### config.mk
export PLATFORM = sky130hd
export DESIGN_NAME = pulse_scheduler
export DESIGN_NICKNAME = d
export VERILOG_FILES = /design/src/rtl/pulse_sched_pkg.sv /design/src/rtl/rr_arbiter.sv /design/src/rtl/pulse_scheduler.sv
export SDC_FILE = /design/constraint.sdc
export NUM_CORES = 1
export LEC_CHECK = 0
export BUFFER_PORTS_ARGS = -buffer_cell sky130_fd_sc_hd__buf_2
export CAP_MARGIN = 20
export CORE_AREA = 8 8 96 81
export CTS_CLUSTER_DIAMETER = 30
export DETAILED_ROUTE_END_ITERATION = 6
export DIE_AREA = 0 0 104 89
export SLEW_MARGIN = 20
export SYNTH_ARGS = -nofsm -noshare
export SYNTH_HDL_FRONTEND = slang
export SYNTH_SLANG_ARGS = --single-unit
### constraint.sdc
create_clock -name clk -period 3 [get_ports clk]
set_clock_uncertainty 0.2 [all_clocks]
set_input_delay 0.45 -clock clk [delete_from_list [all_inputs] [get_ports clk]]
set_output_delay 0.45 -clock clk [all_outputs]
set_load 0.005 [all_outputs]
### src/rtl/pulse_sched_pkg.sv
// -----------------------------------------------------------------------------
// pulse_sched_pkg
// Shared definitions for the pulse scheduler: FSM state encoding and the
// default parameter values used by pulse_scheduler and rr_arbiter.
// No ports (package).
// -----------------------------------------------------------------------------
package pulse_sched_pkg;

  typedef enum logic [1:0] {
    ST_IDLE = 2'd0,
    ST_RUN  = 2'd1,
    ST_DONE = 2'd2
  } state_t;

  localparam int DEF_N_REQ = 4;
  localparam int DEF_PER_W = 4;
  localparam int DEF_LEN_W = 8;

endpackage : pulse_sched_pkg

### src/rtl/rr_arbiter.sv
// -----------------------------------------------------------------------------
// rr_arbiter
// Combinational round-robin pick. The scan starts at i_ptr and wraps modulo
// N; the first asserted request wins.
//
// Ports:
//   i_req      [N-1:0]      request vector
//   i_ptr      [IDX_W-1:0]  scan start index (always < N)
//   o_win_oh   [N-1:0]      one-hot winner, zero when no request
//   o_win_idx  [IDX_W-1:0]  index of winner, zero when no request
//   o_any                   at least one request is set
// -----------------------------------------------------------------------------
module rr_arbiter
  import pulse_sched_pkg::*;
#(
  parameter int N     = DEF_N_REQ,
  parameter int IDX_W = (N > 1) ? $clog2(N) : 1
) (
  input  logic [N-1:0]     i_req,
  input  logic [IDX_W-1:0] i_ptr,
  output logic [N-1:0]     o_win_oh,
  output logic [IDX_W-1:0] o_win_idx,
  output logic             o_any
);

  localparam logic [IDX_W:0] N_L = (IDX_W+1)'(N);

  always_comb begin
    logic [IDX_W:0] v_sum;
    logic           v_found;
    o_win_oh  = '0;
    o_win_idx = '0;
    v_found   = 1'b0;
    v_sum     = '0;
    for (int i = 0; i < N; i++) begin
      // One extra bit so ptr+i can exceed N-1 before the wrap subtraction.
      v_sum = {1'b0, i_ptr} + (IDX_W+1)'(i);
      if (v_sum >= N_L) begin
        v_sum = v_sum - N_L;
      end
      if (!v_found && i_req[v_sum[IDX_W-1:0]]) begin
        v_found                      = 1'b1;
        o_win_idx                    = v_sum[IDX_W-1:0];
        o_win_oh[v_sum[IDX_W-1:0]]   = 1'b1;
      end
    end
  end

  assign o_any = |i_req;

endmodule : rr_arbiter

### src/rtl/pulse_scheduler.sv
// -----------------------------------------------------------------------------
// pulse_scheduler
// One programmable pulse-train generator time-shared between N_REQ
// requesters with round-robin arbitration. The owner gets burst_len
// single-cycle pulses spaced max(period,1) cycles apart, then a one-cycle
// done strobe, after which the block returns to IDLE and re-arbitrates.
//
// Handshake: req is a level. A requester holds req high until it sees done
// with its grant bit set; dropping req while granted in RUN aborts the burst
// (done with aborted=1 on the next cycle). grant is one-hot or zero.
//
// Ports:
//   clk, rst_n          clock (rising edge), async active-low reset
//   req       [N_REQ]   level requests
//   period    [PER_W]   pulse spacing, sampled at grant, 0 means 1
//   burst_len [LEN_W]   pulses per burst, sampled at grant
//   grant     [N_REQ]   current owner, zero when idle
//   pulse               registered pulse output
//   busy                high in RUN and DONE
//   done                one-cycle end-of-burst strobe
//   aborted             qualifies done: burst cut short by owner
//   dbg_state [2]       FSM state for observation
// -----------------------------------------------------------------------------
module pulse_scheduler
  import pulse_sched_pkg::*;
#(
  parameter int N_REQ = DEF_N_REQ,
  parameter int PER_W = DEF_PER_W,
  parameter int LEN_W = DEF_LEN_W
) (
  input  logic             clk,
  input  logic             rst_n,
  input  logic [N_REQ-1:0] req,
  input  logic [PER_W-1:0] period,
  input  logic [LEN_W-1:0] burst_len,
  output logic [N_REQ-1:0] grant,
  output logic             pulse,
  output logic             busy,
  output logic             done,
  output logic             aborted,
  output logic [1:0]       dbg_state
);

  localparam int IDX_W = (N_REQ > 1) ? $clog2(N_REQ) : 1;

  state_t           r_state,   w_state_nxt;
  logic [N_REQ-1:0] r_grant,   w_grant_nxt;
  logic [IDX_W-1:0] r_ptr,     w_ptr_nxt;
  logic [PER_W-1:0] r_per_m1,  w_per_m1_nxt;
  logic [PER_W-1:0] r_phase,   w_phase_nxt;
  logic [LEN_W-1:0] r_len,     w_len_nxt;
  logic [LEN_W-1:0] r_cnt,     w_cnt_nxt;
  logic             r_pulse,   w_pulse_nxt;
  logic             r_aborted, w_aborted_nxt;

  logic [N_REQ-1:0] w_win_oh;
  logic [IDX_W-1:0] w_win_idx;
  logic             w_any;
  logic [PER_W-1:0] w_in_per_m1;
  logic [PER_W-1:0] w_phase_inc;
  logic [IDX_W-1:0] w_ptr_inc;
  logic             w_owner_req;
  logic             w_last_pulse;

  rr_arbiter #(
    .N     (N_REQ),
    .IDX_W (IDX_W)
  ) u_arb (
    .i_req     (req),
    .i_ptr     (r_ptr),
    .o_win_oh  (w_win_oh),
    .o_win_idx (w_win_idx),
    .o_any     (w_any)
  );

  // The period is stored as P-1 so the phase compare needs no subtraction
  // and period=0 naturally collapses onto P=1.
  assign w_in_per_m1  = (period == '0) ? '0 : period - PER_W'(1);
  assign w_phase_inc  = (r_phase == r_per_m1) ? '0 : r_phase + PER_W'(1);
  assign w_ptr_inc    = (w_win_idx == IDX_W'(N_REQ - 1)) ? '0
                                                         : w_win_idx + IDX_W'(1);
  assign w_owner_req  = |(req & r_grant);
  // r_cnt counts pulses already emitted before this cycle.
  assign w_last_pulse = r_pulse && ((r_cnt + LEN_W'(1)) == r_len);

  always_ff @(posedge clk or negedge rst_n) begin
    if (!rst_n) begin
      r_state   <= ST_IDLE;
      r_grant   <= '0;
      r_ptr     <= '0;
      r_per_m1  <= '0;
      r_phase   <= '0;
      r_len     <= '0;
      r_cnt     <= '0;
      r_pulse   <= 1'b0;
      r_aborted <= 1'b0;
    end else begin
      r_state   <= w_state_nxt;
      r_grant   <= w_grant_nxt;
      r_ptr     <= w_ptr_nxt;
      r_per_m1  <= w_per_m1_nxt;
      r_phase   <= w_phase_nxt;
      r_len     <= w_len_nxt;
      r_cnt     <= w_cnt_nxt;
      r_pulse   <= w_pulse_nxt;
      r_aborted <= w_aborted_nxt;
    end
  end

  always_comb begin
    w_state_nxt   = r_state;
    w_grant_nxt   = r_grant;
    w_ptr_nxt     = r_ptr;
    w_per_m1_nxt  = r_per_m1;
    w_phase_nxt   = r_phase;
    w_len_nxt     = r_len;
    w_cnt_nxt     = r_cnt;
    w_pulse_nxt   = 1'b0;
    w_aborted_nxt = r_aborted;

    unique case (r_state)
      ST_IDLE: begin
        if (w_any) begin
          w_grant_nxt   = w_win_oh;
          w_ptr_nxt     = w_ptr_inc;
          w_per_m1_nxt  = w_in_per_m1;
          w_len_nxt     = burst_len;
          w_phase_nxt   = '0;
          w_cnt_nxt     = '0;
          w_aborted_nxt = 1'b0;
          if (burst_len == '0) begin
            // Empty burst: the first granted cycle is already DONE.
            w_state_nxt = ST_DONE;
          end else begin
            w_state_nxt = ST_RUN;
            // Pulse is registered, so cycle 0 fires here when P=1.
            w_pulse_nxt = (w_in_per_m1 == '0);
          end
        end
      end

      ST_RUN: begin
        w_cnt_nxt = r_cnt + LEN_W'(r_pulse);
        if (!w_owner_req) begin
          w_state_nxt   = ST_DONE;
          w_aborted_nxt = 1'b1;
        end else if (w_last_pulse) begin
          w_state_nxt = ST_DONE;
        end else begin
          w_phase_nxt = w_phase_inc;
          w_pulse_nxt = (w_phase_inc == r_per_m1);
        end
      end

      ST_DONE: begin
        w_state_nxt = ST_IDLE;
        w_grant_nxt = '0;
        w_phase_nxt = '0;
        w_cnt_nxt   = '0;
      end

      default: begin
        w_state_nxt = ST_IDLE;
        w_grant_nxt = '0;
      end
    endcase
  end

  assign grant     = r_grant;
  assign pulse     = r_pulse;
  assign busy      = (r_state != ST_IDLE);
  assign done      = (r_state == ST_DONE);
  assign aborted   = (r_state == ST_DONE) && r_aborted;
  assign dbg_state = r_state;

endmodule : pulse_scheduler

==> key figures, run 1 <==
Clocking
  • CTS buffer count: 5
  • Root Buffer Master: sky130_fd_sc_hd__clkbuf_8
  • CTS tree: done
  • Post-CTS Resized: 0
  • Count of hold-fix buffers inserted at cts: 0
  • Clock-pin transition on the worst setup and hold timing paths: 0.06 ns
  • Level count of the clock H-tree: 2
  • Clock net sink count: 34
  • Insertion delay to the later sink of the worst-skew pair: 0.27 ns
  • Setup Fix Bufs, Post-CTS: 0
  • Max clock buf depth: 2

Synth
  • Synth Cell Area: 0.00239 mm²
  • Syn. warnings: 0
  • Mean cell area of the mapped netlist: 8.72 µm²
  • Syn Nets: 302
  • Mapped Cells: 274
  • Main flop type after synthesis: sky130_fd_sc_hd__dfrtp_1
  • Share of synthesized registers carrying an async set or reset: 1.00
  • Number of synthesized register bits: 34
  • Register area share after synthesis: 0.356
  • Post-synthesis cell type count: 55
  • Number of synthesized flops with an enable pin: 0

Placed design
  • Standard cell area after detailed placement: 0.00265 mm²
  • Detailed Place HPWL: 4340 µm
  • Post-placement worst setup slack: 0.309 ns
  • Count of input and output buffers: 27
  • Routability Congestion: 0.905
  • Inst Count DP: 381

Layout
  • Area growth from synthesis to final layout: 14.0%
  • Final antenna diode count: 0
  • NumNets Final: 332
  • Count of non-filler cells in the finished layout: 388
  • Final-layout fill cell count: 642
  • Sequential cell area: 851 µm²
  • Proportion of layout cells with a drive suffix above 1: 0.184
  • Area occupied by multi-input gates: 0.00146 mm²
  • Final instance area: 0.00272 mm²

Worst setup path
  • Startpoint kind of the worst setup timing path: register
  • First element of the critical path: r_ptr[1]
  • Kind of capture point of the worst setup path: register
  • Required time reported for the critical path endpoint: 2.96 ns
  • Crit Path Category: reg -> reg
  • Capture instance of the worst register-to-register path: r_ptr[1]
  • FF-to-FF Start: r_ptr[1]
  • Signal arrival time at the worst endpoint: 2.70 ns
  • Cell type of the slowest stage on the worst timing path: sky130_fd_sc_hd__mux4_2
  • Largest stage delay on the critical path: 0.63 ns
  • Largest fanout on the critical path: 9
  • List of cells traversed by the critical path: inv_1 -> ha_1 -> mux4_2 -> or4_1 -> a21oi_1 -> xnor2_1 -> o21ai_1
  • Worst reg2reg path depth: 7
  • Flop-to-flop setup slack: 0.26 ns

Outcome
  • Status: finished clean

Route
  • Via density: 5.41
  • Detailed-route DRC error count: 0
  • Number of routed nets with antenna violations: 0
  • Total number of vias: 2,100
  • Drt initial violations: 130
  • First-pass iteration count of the detailed router: 4
  • Final WL: 5810 µm
  • Routed wirelength normalized by instance count: 15.0 µm

STA
  • Setup TNS: 0 ns
  • Max-slew headroom: 0.489
  • Final clock period utilization by the worst path: 0.913
  • Final setup violation count: 0
  • Worst Hold Margin: 0.0474 ns
  • Final-report hold violation count: 0
  • Transition time of the tightest slew-check pin: 0.766 ns
  • Unrepaired setup endpoints after global routing: false
  • Highest attainable clock frequency: 0.365 GHz
  • Setup ws final: 0.260 ns
  • Final Critical Period: 2.74 ns
  • Final slew viol count: 0

Floorplan
  • Initial core utilization: 0.386
  • Row count: 26
  • Number of top-level pins: 28
  • Die width: 104 µm
  • Die H: 89 µm
  • Placeable core region: 0.00618 mm²
  • Area of the die: 0.00926 mm²

Global routing
  • Total global routing overflow: 0
  • Number of antenna violations at the first check in global routing: 0
  • Vias in the first global route: 2,042
  • Maximum number of pins on one net before global-route repair: 35
  • First-pass GRT wire length: 9980 µm
  • Overall Global Routing Usage: 0.131

Job
  • Max-Cap Viols: 0

Pwr
  • Max rail drop VDD: 352 µV
  • PwrDens: 879 mW/mm²
  • Leak: 1.22 nW

Min path
  • Class of the tightest hold or removal check: in -> async
==> worst max-delay path: cells and delay by family (launching register included) <==
family / cells / cell delay [ns]
AND/OR/NAND/NOR: 1 / 0.50
XOR/XNOR: 1 / 0.13
AO/OA/AOI/OAI: 2 / 0.26
buffers and inverters: 1 / 0.08
multiplexers: 1 / 0.63
adder cells (fa/ha/maj): 1 / 0.46
flip-flops: 1 / 0.35
==> through the flow <==
stage / utilization / total power, W
floorplan: - / 0.00171
global placement: 0.428 / 0.00208
detailed placement: 0.428 / 0.00209
CTS: 0.441 / 0.00241
global route: 0.441 / 0.00263
finish: 0.441 / 0.00240
==> sequential cells by signal (all words and copies together) (netlist names), named ones only <==
| name | cells |
|---|---|
| r_len | 8 |
| r_ptr | 1 |
| pulse | 1 |
| r_cnt | 8 |
| r_aborted | 1 |
| r_per_m1 | 4 |
| dbg_state | 2 |
| r_phase | 4 |
| grant | 4 |
==> cells in the final DEF (no fill, tap or decap), drive strengths merged, types with 2 or more instances in the layout <==
| cell type | count |
|---|---|
| a21oi | 9 |
| a221o | 2 |
| a221oi | 6 |
| a22o | 4 |
| a22oi | 4 |
| a31oi | 4 |
| and2 | 5 |
| buf | 37 |
| clkbuf | 7 |
| dfrtp | 34 |
| ha | 10 |
| inv | 7 |
| mux4 | 3 |
| nand2 | 46 |
| nand2b | 7 |
| nand3 | 6 |
| nand4 | 3 |
| nor2 | 19 |
| nor2b | 4 |
| nor3 | 6 |
| nor4 | 5 |
| o211a | 2 |
| o211ai | 7 |
| o21a | 3 |
| o21ai | 20 |
| o31ai | 4 |
| or3 | 2 |
| or3b | 2 |
| or4 | 3 |
| xnor2 | 10 |
| xor2 | 6 |
==> layout make-up <==
| cell class | count | area share |
|---|---|---|
| clock buffer | 7 | 0.0280 |
| tap | 84 | 0.0386 |
| timing repair buffer | 37 | 0.0772 |
| inverter | 7 | 0.00965 |
| multi-input combinational | 219 | 0.534 |
| sequential | 34 | 0.312 |
==> cell usage after synthesis, drive strengths merged (2+ instances only) <==
cell type,instances,area share
xor2,6,0.022
nor3,6,0.013
o21ai,20,0.042
clkbuf,11,0.017
a22o,4,0.015
and2,5,0.014
a221o,2,0.0084
dfrtp,34,0.36
a21oi,9,0.019
ha,10,0.052
or4,3,0.010
a221oi,6,0.022
o31ai,4,0.013
nand3,6,0.013
o211ai,7,0.022
nand2,46,0.073
o211a,2,0.0084
o21a,3,0.010
inv,7,0.011
nand4,3,0.0079
or3,2,0.0052
nand2b,7,0.018
a31oi,4,0.010
xnor2,10,0.037
nor2,19,0.030
buf,3,0.0063
or3b,2,0.0073
nor4,5,0.016
nor2b,4,0.010
mux4,3,0.028
a22oi,4,0.013
==> worst max-delay path by stage <==
stage | to | slack [ns] | cells after the start
global route | r_ptr[1] | 0.13 | 7
finish | r_ptr[1] | 0.26 | 7
detailed placement | r_ptr[1] | 0.31 | 7
CTS | r_ptr[1] | 0.29 | 7
floorplan | r_ptr[1] | 0.07 | 9
global placement | r_ptr[1] | 0.34 | 7
==> cell families after synthesis <==
logic type	synth area share
XOR/XNOR	0.0587
adder cells (fa/ha/maj)	0.0524
AO/OA/AOI/OAI	0.230
AND/OR/NAND/NOR	0.235
flip-flops	0.356
multiplexers	0.0325
buffers and inverters	0.0346
==> layer usage <==
layer | track usage | part of all wire | up-vias
li1 | - | - | 1059
met1 | 0.194 | 0.55 | 999
met2 | 0.190 | 0.41 | 37
met3 | 0.0231 | 0.033 | 5
met4 | 0.0367 | 0.0090 | 0
met5 | 0 | 0 | -
==> where the power goes <==
group	switching, W	total [W]	internal, W
Sequential	0.000143	0.000748	0.000605
Clock	0.000148	0.000307	0.000160
Combinational	0.000757	0.00134	0.000583
Total	0.00105	0.00240	0.00135
(Power assumes the default switching activity.)
==> run 2, diff against run 1 <==
Settings changed: ABC_AREA from default to 1, CORE_AREA 8 8 96 81 to 8 8 98 82, DIE_AREA 0 0 104 89 to 0 0 106 90.
==> key figures, run 2 <==
Outcome
  • Status: finished clean (unchanged)

Synth
  • Number of synthesized flops with an enable pin: 0 (unchanged)
  • Mean cell area of the mapped netlist: 6.98 µm² (was 8.72 µm²)
  • Synth Cell Area: 0.00252 mm² (was 0.00239 mm²)
  • Area leader, netlist: sky130_fd_sc_hd__dfrtp_1 (unchanged)
  • Syn Nets: 389 (was 302)
  • Register area share after synthesis: 0.338 (was 0.356)
  • Cell types with the highest counts after synthesis: sky130_fd_sc_hd__nand2_1 (119), sky130_fd_sc_hd__inv_1 (42), sky130_fd_sc_hd__dfrtp_1 (34) (was sky130_fd_sc_hd__nand2_1 (45), sky130_fd_sc_hd__dfrtp_1 (34), sky130_fd_sc_hd__nor2_1 (19), sky130_fd_sc_hd__o21ai_0 (19), sky130_fd_sc_hd__clkbuf_1 (11))
  • Mapped Cells: 361 (was 274)
  • Top-count cell post-synth: sky130_fd_sc_hd__nand2_1 (unchanged)
  • Main flop type after synthesis: sky130_fd_sc_hd__dfrtp_1 (unchanged)
  • Biggest area contributors in the synthesized netlist: sky130_fd_sc_hd__dfrtp_1 (34%), sky130_fd_sc_hd__nand2_1 (18%), sky130_fd_sc_hd__inv_1 (6.3%) (was sky130_fd_sc_hd__dfrtp_1 (36%), sky130_fd_sc_hd__nand2_1 (7.1%), sky130_fd_sc_hd__ha_1 (5.2%))
  • Share of synthesized registers carrying an async set or reset: 1.00 (unchanged)
  • Syn. warnings: 0 (unchanged)
  • Area fraction of the dominant cell type after synthesis: 0.338 (was 0.356)
  • Post-synthesis cell type count: 32 (was 55)
  • Number of synthesized register bits: 34 (unchanged)

Worst setup path
  • Flop-to-flop setup slack: 0.79 ns (was 0.26 ns)
  • Capture instance of the worst register-to-register path: r_ptr[1] (unchanged)
  • Worst reg2reg path depth: 12 (was 7)
  • Signal arrival time at the worst endpoint: 2.19 ns (was 2.70 ns)
  • Required time reported for the critical path endpoint: 2.99 ns (was 2.96 ns)
  • Startpoint kind of the worst setup timing path: register (unchanged)
  • Kind of capture point of the worst setup path: register (unchanged)
  • Largest fanout on the critical path: 10 (was 9)
  • Crit Path Category: reg -> reg (unchanged)

Layout
  • NumNets Final: 418 (was 332)
  • Final-layout fill cell count: 692 (was 642)
  • Proportion of layout cells with a drive suffix above 1: 0.179 (was 0.184)
  • Final instance area: 0.00288 mm² (was 0.00272 mm²)
  • Area occupied by multi-input gates: 0.00144 mm² (was 0.00146 mm²)
  • Final antenna diode count: 0 (unchanged)
  • Sequential cell area: 851 µm² (unchanged)
  • Count of non-filler cells in the finished layout: 478 (was 388)
  • Area growth from synthesis to final layout: 14.2% (was 14.0%)
  • Commonest cells after routing, fill and taps aside: sky130_fd_sc_hd__nand2_1 (119), sky130_fd_sc_hd__inv_1 (42), sky130_fd_sc_hd__dfrtp_1 (34) (was sky130_fd_sc_hd__nand2_1 (45), sky130_fd_sc_hd__dfrtp_1 (34), sky130_fd_sc_hd__buf_2 (27))
  • Leading cell type in the layout, fill and taps excluded: sky130_fd_sc_hd__nand2_1 (unchanged)
  • Largest registers ranked by flip-flop count: r_cnt (8), r_len (8) (unchanged)

Placed design
  • Detailed Place HPWL: 4530 µm (was 4340 µm)
  • Count of input and output buffers: 27 (unchanged)
  • Inst Count DP: 470 (was 381)
  • Routability Congestion: 0.898 (was 0.905)
  • Standard cell area after detailed placement: 0.00274 mm² (was 0.00265 mm²)

STA
  • Final slew viol count: 0 (unchanged)
  • Worst Hold Margin: 0.0339 ns (was 0.0474 ns)
  • Setup TNS: 0 ns (unchanged)
  • Final setup violation count: 0 (unchanged)
  • Max-slew headroom: 0.475 (was 0.489)
  • Highest attainable clock frequency: 0.453 GHz (was 0.365 GHz)
  • Final clock period utilization by the worst path: 0.735 (was 0.913)
  • Unrepaired setup endpoints after global routing: false (unchanged)
  • Transition time of the tightest slew-check pin: 0.788 ns (was 0.766 ns)
  • Final-report hold violation count: 0 (unchanged)
  • Final Critical Period: 2.21 ns (was 2.74 ns)

Clocking
  • Max clock buf depth: 2 (unchanged)
  • Post-CTS Resized: 0 (unchanged)
  • CTS tree: done (unchanged)
  • Clock net sink count: 34 (unchanged)
  • Count of hold-fix buffers inserted at cts: 0 (unchanged)
  • Level count of the clock H-tree: 2 (unchanged)
  • Setup Fix Bufs, Post-CTS: 0 (unchanged)
  • CTS buffer count: 5 (unchanged)
  • Root Buffer Master: sky130_fd_sc_hd__clkbuf_8 (unchanged)
  • Clock-pin transition on the worst setup and hold timing paths: 0.08 ns (was 0.06 ns)
  • Insertion delay to the later sink of the worst-skew pair: 0.30 ns (was 0.27 ns)

Global routing
  • Number of antenna violations at the first check in global routing: 0 (unchanged)
  • First-pass GRT wire length: 10,200 µm (was 9980 µm)
  • Total global routing overflow: 0 (unchanged)
  • Vias in the first global route: 2,261 (was 2,042)
  • GR Util met3: 0.0307 (was 0.0231)
  • Overall Global Routing Usage: 0.128 (was 0.131)
  • GRT met2 Usage: 0.206 (was 0.190)
  • Met1 Resource Use GR: 0.163 (was 0.194)
  • Top Usage Layer GRT: met2 (was met1)
  • Maximum number of pins on one net before global-route repair: 35 (unchanged)

Route
  • Total number of vias: 2,284 (was 2,100)
  • Via density: 4.78 (was 5.41)
  • Drt initial violations: 98 (was 130)
  • Final WL: 5840 µm (was 5810 µm)
  • First-pass iteration count of the detailed router: 5 (was 4)
  • Routed wirelength normalized by instance count: 12.2 µm (was 15.0 µm)
  • Number of routed nets with antenna violations: 0 (unchanged)
  • Detailed-route DRC error count: 0 (unchanged)

Floorplan
  • Placeable core region: 0.00659 mm² (was 0.00618 mm²)
  • Initial core utilization: 0.382 (was 0.386)
  • Number of top-level pins: 28 (unchanged)
  • Area of the die: 0.00954 mm² (was 0.00926 mm²)
  • Die H: 90 µm (was 89 µm)
  • Row count: 27 (was 26)
  • Die width: 106 µm (was 104 µm)

Pwr
  • Leak: 1.53 nW (was 1.22 nW)
  • Max rail drop VDD: 523 µV (was 352 µV)
  • Post-route total power: 0.00275 W (was 0.00240 W)
  • PwrDens: 957 mW/mm² (was 879 mW/mm²)

Min path
  • Class of the tightest hold or removal check: in -> async (unchanged)

Job
  • Max-Cap Viols: 0 (unchanged)
## run 2: worst max-delay path by stage
stage	from	end	slack, ns	cells past startpoint
3_3_place_gp	register	r_ptr[1]	0.88	12
4_1_cts	register	r_ptr[1]	0.80	12
5_1_grt	r_ptr[1]	grant[2]	0.63	10
6_report	register	r_ptr[1]	0.79	12
2_1_floorplan	register	r_ptr[1]	1.02	12
3_5_place_dp	register	r_ptr[1]	0.80	12
## run 2: critical path, cell delays in order (launching register included)
cell	delay [ns]
sky130_fd_sc_hd__dfrtp_1	0.54
sky130_fd_sc_hd__inv_2	0.17
sky130_fd_sc_hd__ha_1	0.37
sky130_fd_sc_hd__inv_1	0.13
sky130_fd_sc_hd__nand3_1	0.08
sky130_fd_sc_hd__nand2_1	0.12
sky130_fd_sc_hd__nand3_2	0.11
sky130_fd_sc_hd__nand2_2	0.08
sky130_fd_sc_hd__nand2_1	0.05
sky130_fd_sc_hd__nand2_1	0.08
sky130_fd_sc_hd__nand2_1	0.05
sky130_fd_sc_hd__nand3_1	0.07
sky130_fd_sc_hd__nand2_1	0.05
## run 2: metrics by stage
step	utilization	setup slack, ns
6_report	0.436	0.794
5_1_grt	0.436	0.629
4_1_cts	0.436	0.804
3_5_place_dp	0.416	0.803
3_3_place_gp	0.416	0.884
2_1_floorplan	-	1.02
## run 2: cells by family (layout without fill, tap and decap cells)
| logic type | count (synthesis) | after routing | synth area share |
|---|---|---|---|
| AO/OA/AOI/OAI | 40 | 40 | 0.0919 |
| XOR/XNOR | 16 | 16 | 0.0556 |
| adder cells (fa/ha/maj) | 10 | 10 | 0.0497 |
| buffers and inverters | 56 | 86 | 0.0904 |
| flip-flops | 34 | 34 | 0.338 |
| AND/OR/NAND/NOR | 205 | 205 | 0.375 |
## run 2: routing by layer
layer	up-vias	part of all wire	wire (µm)
met1	1031	0.50	2900
met2	44	0.45	2630
met3	8	0.042	248
met4	0	0.011	65
met5	-	0	0
li1	1201	-	-
## run 2: final cells by class
cell class                      instances  share of cell area
Sequential cell                        34               0.296
Tap cell                               87              0.0379
Clock buffer                            5              0.0239
Timing Repair Buffer                   30              0.0548
Multi-Input combinational cell        271               0.501
Clock inverter                          3              0.0239
Inverter                               48              0.0627
## run 2: report_power, final
part / switching (W) / leakage [nW] / total [W] / internal, W
logic: 0.000932 / 1.02 / 0.00147 / 0.000536
registers: 0.000156 / 0.441 / 0.000758 / 0.000602
clock network: 0.000192 / 0.0683 / 0.000525 / 0.000333
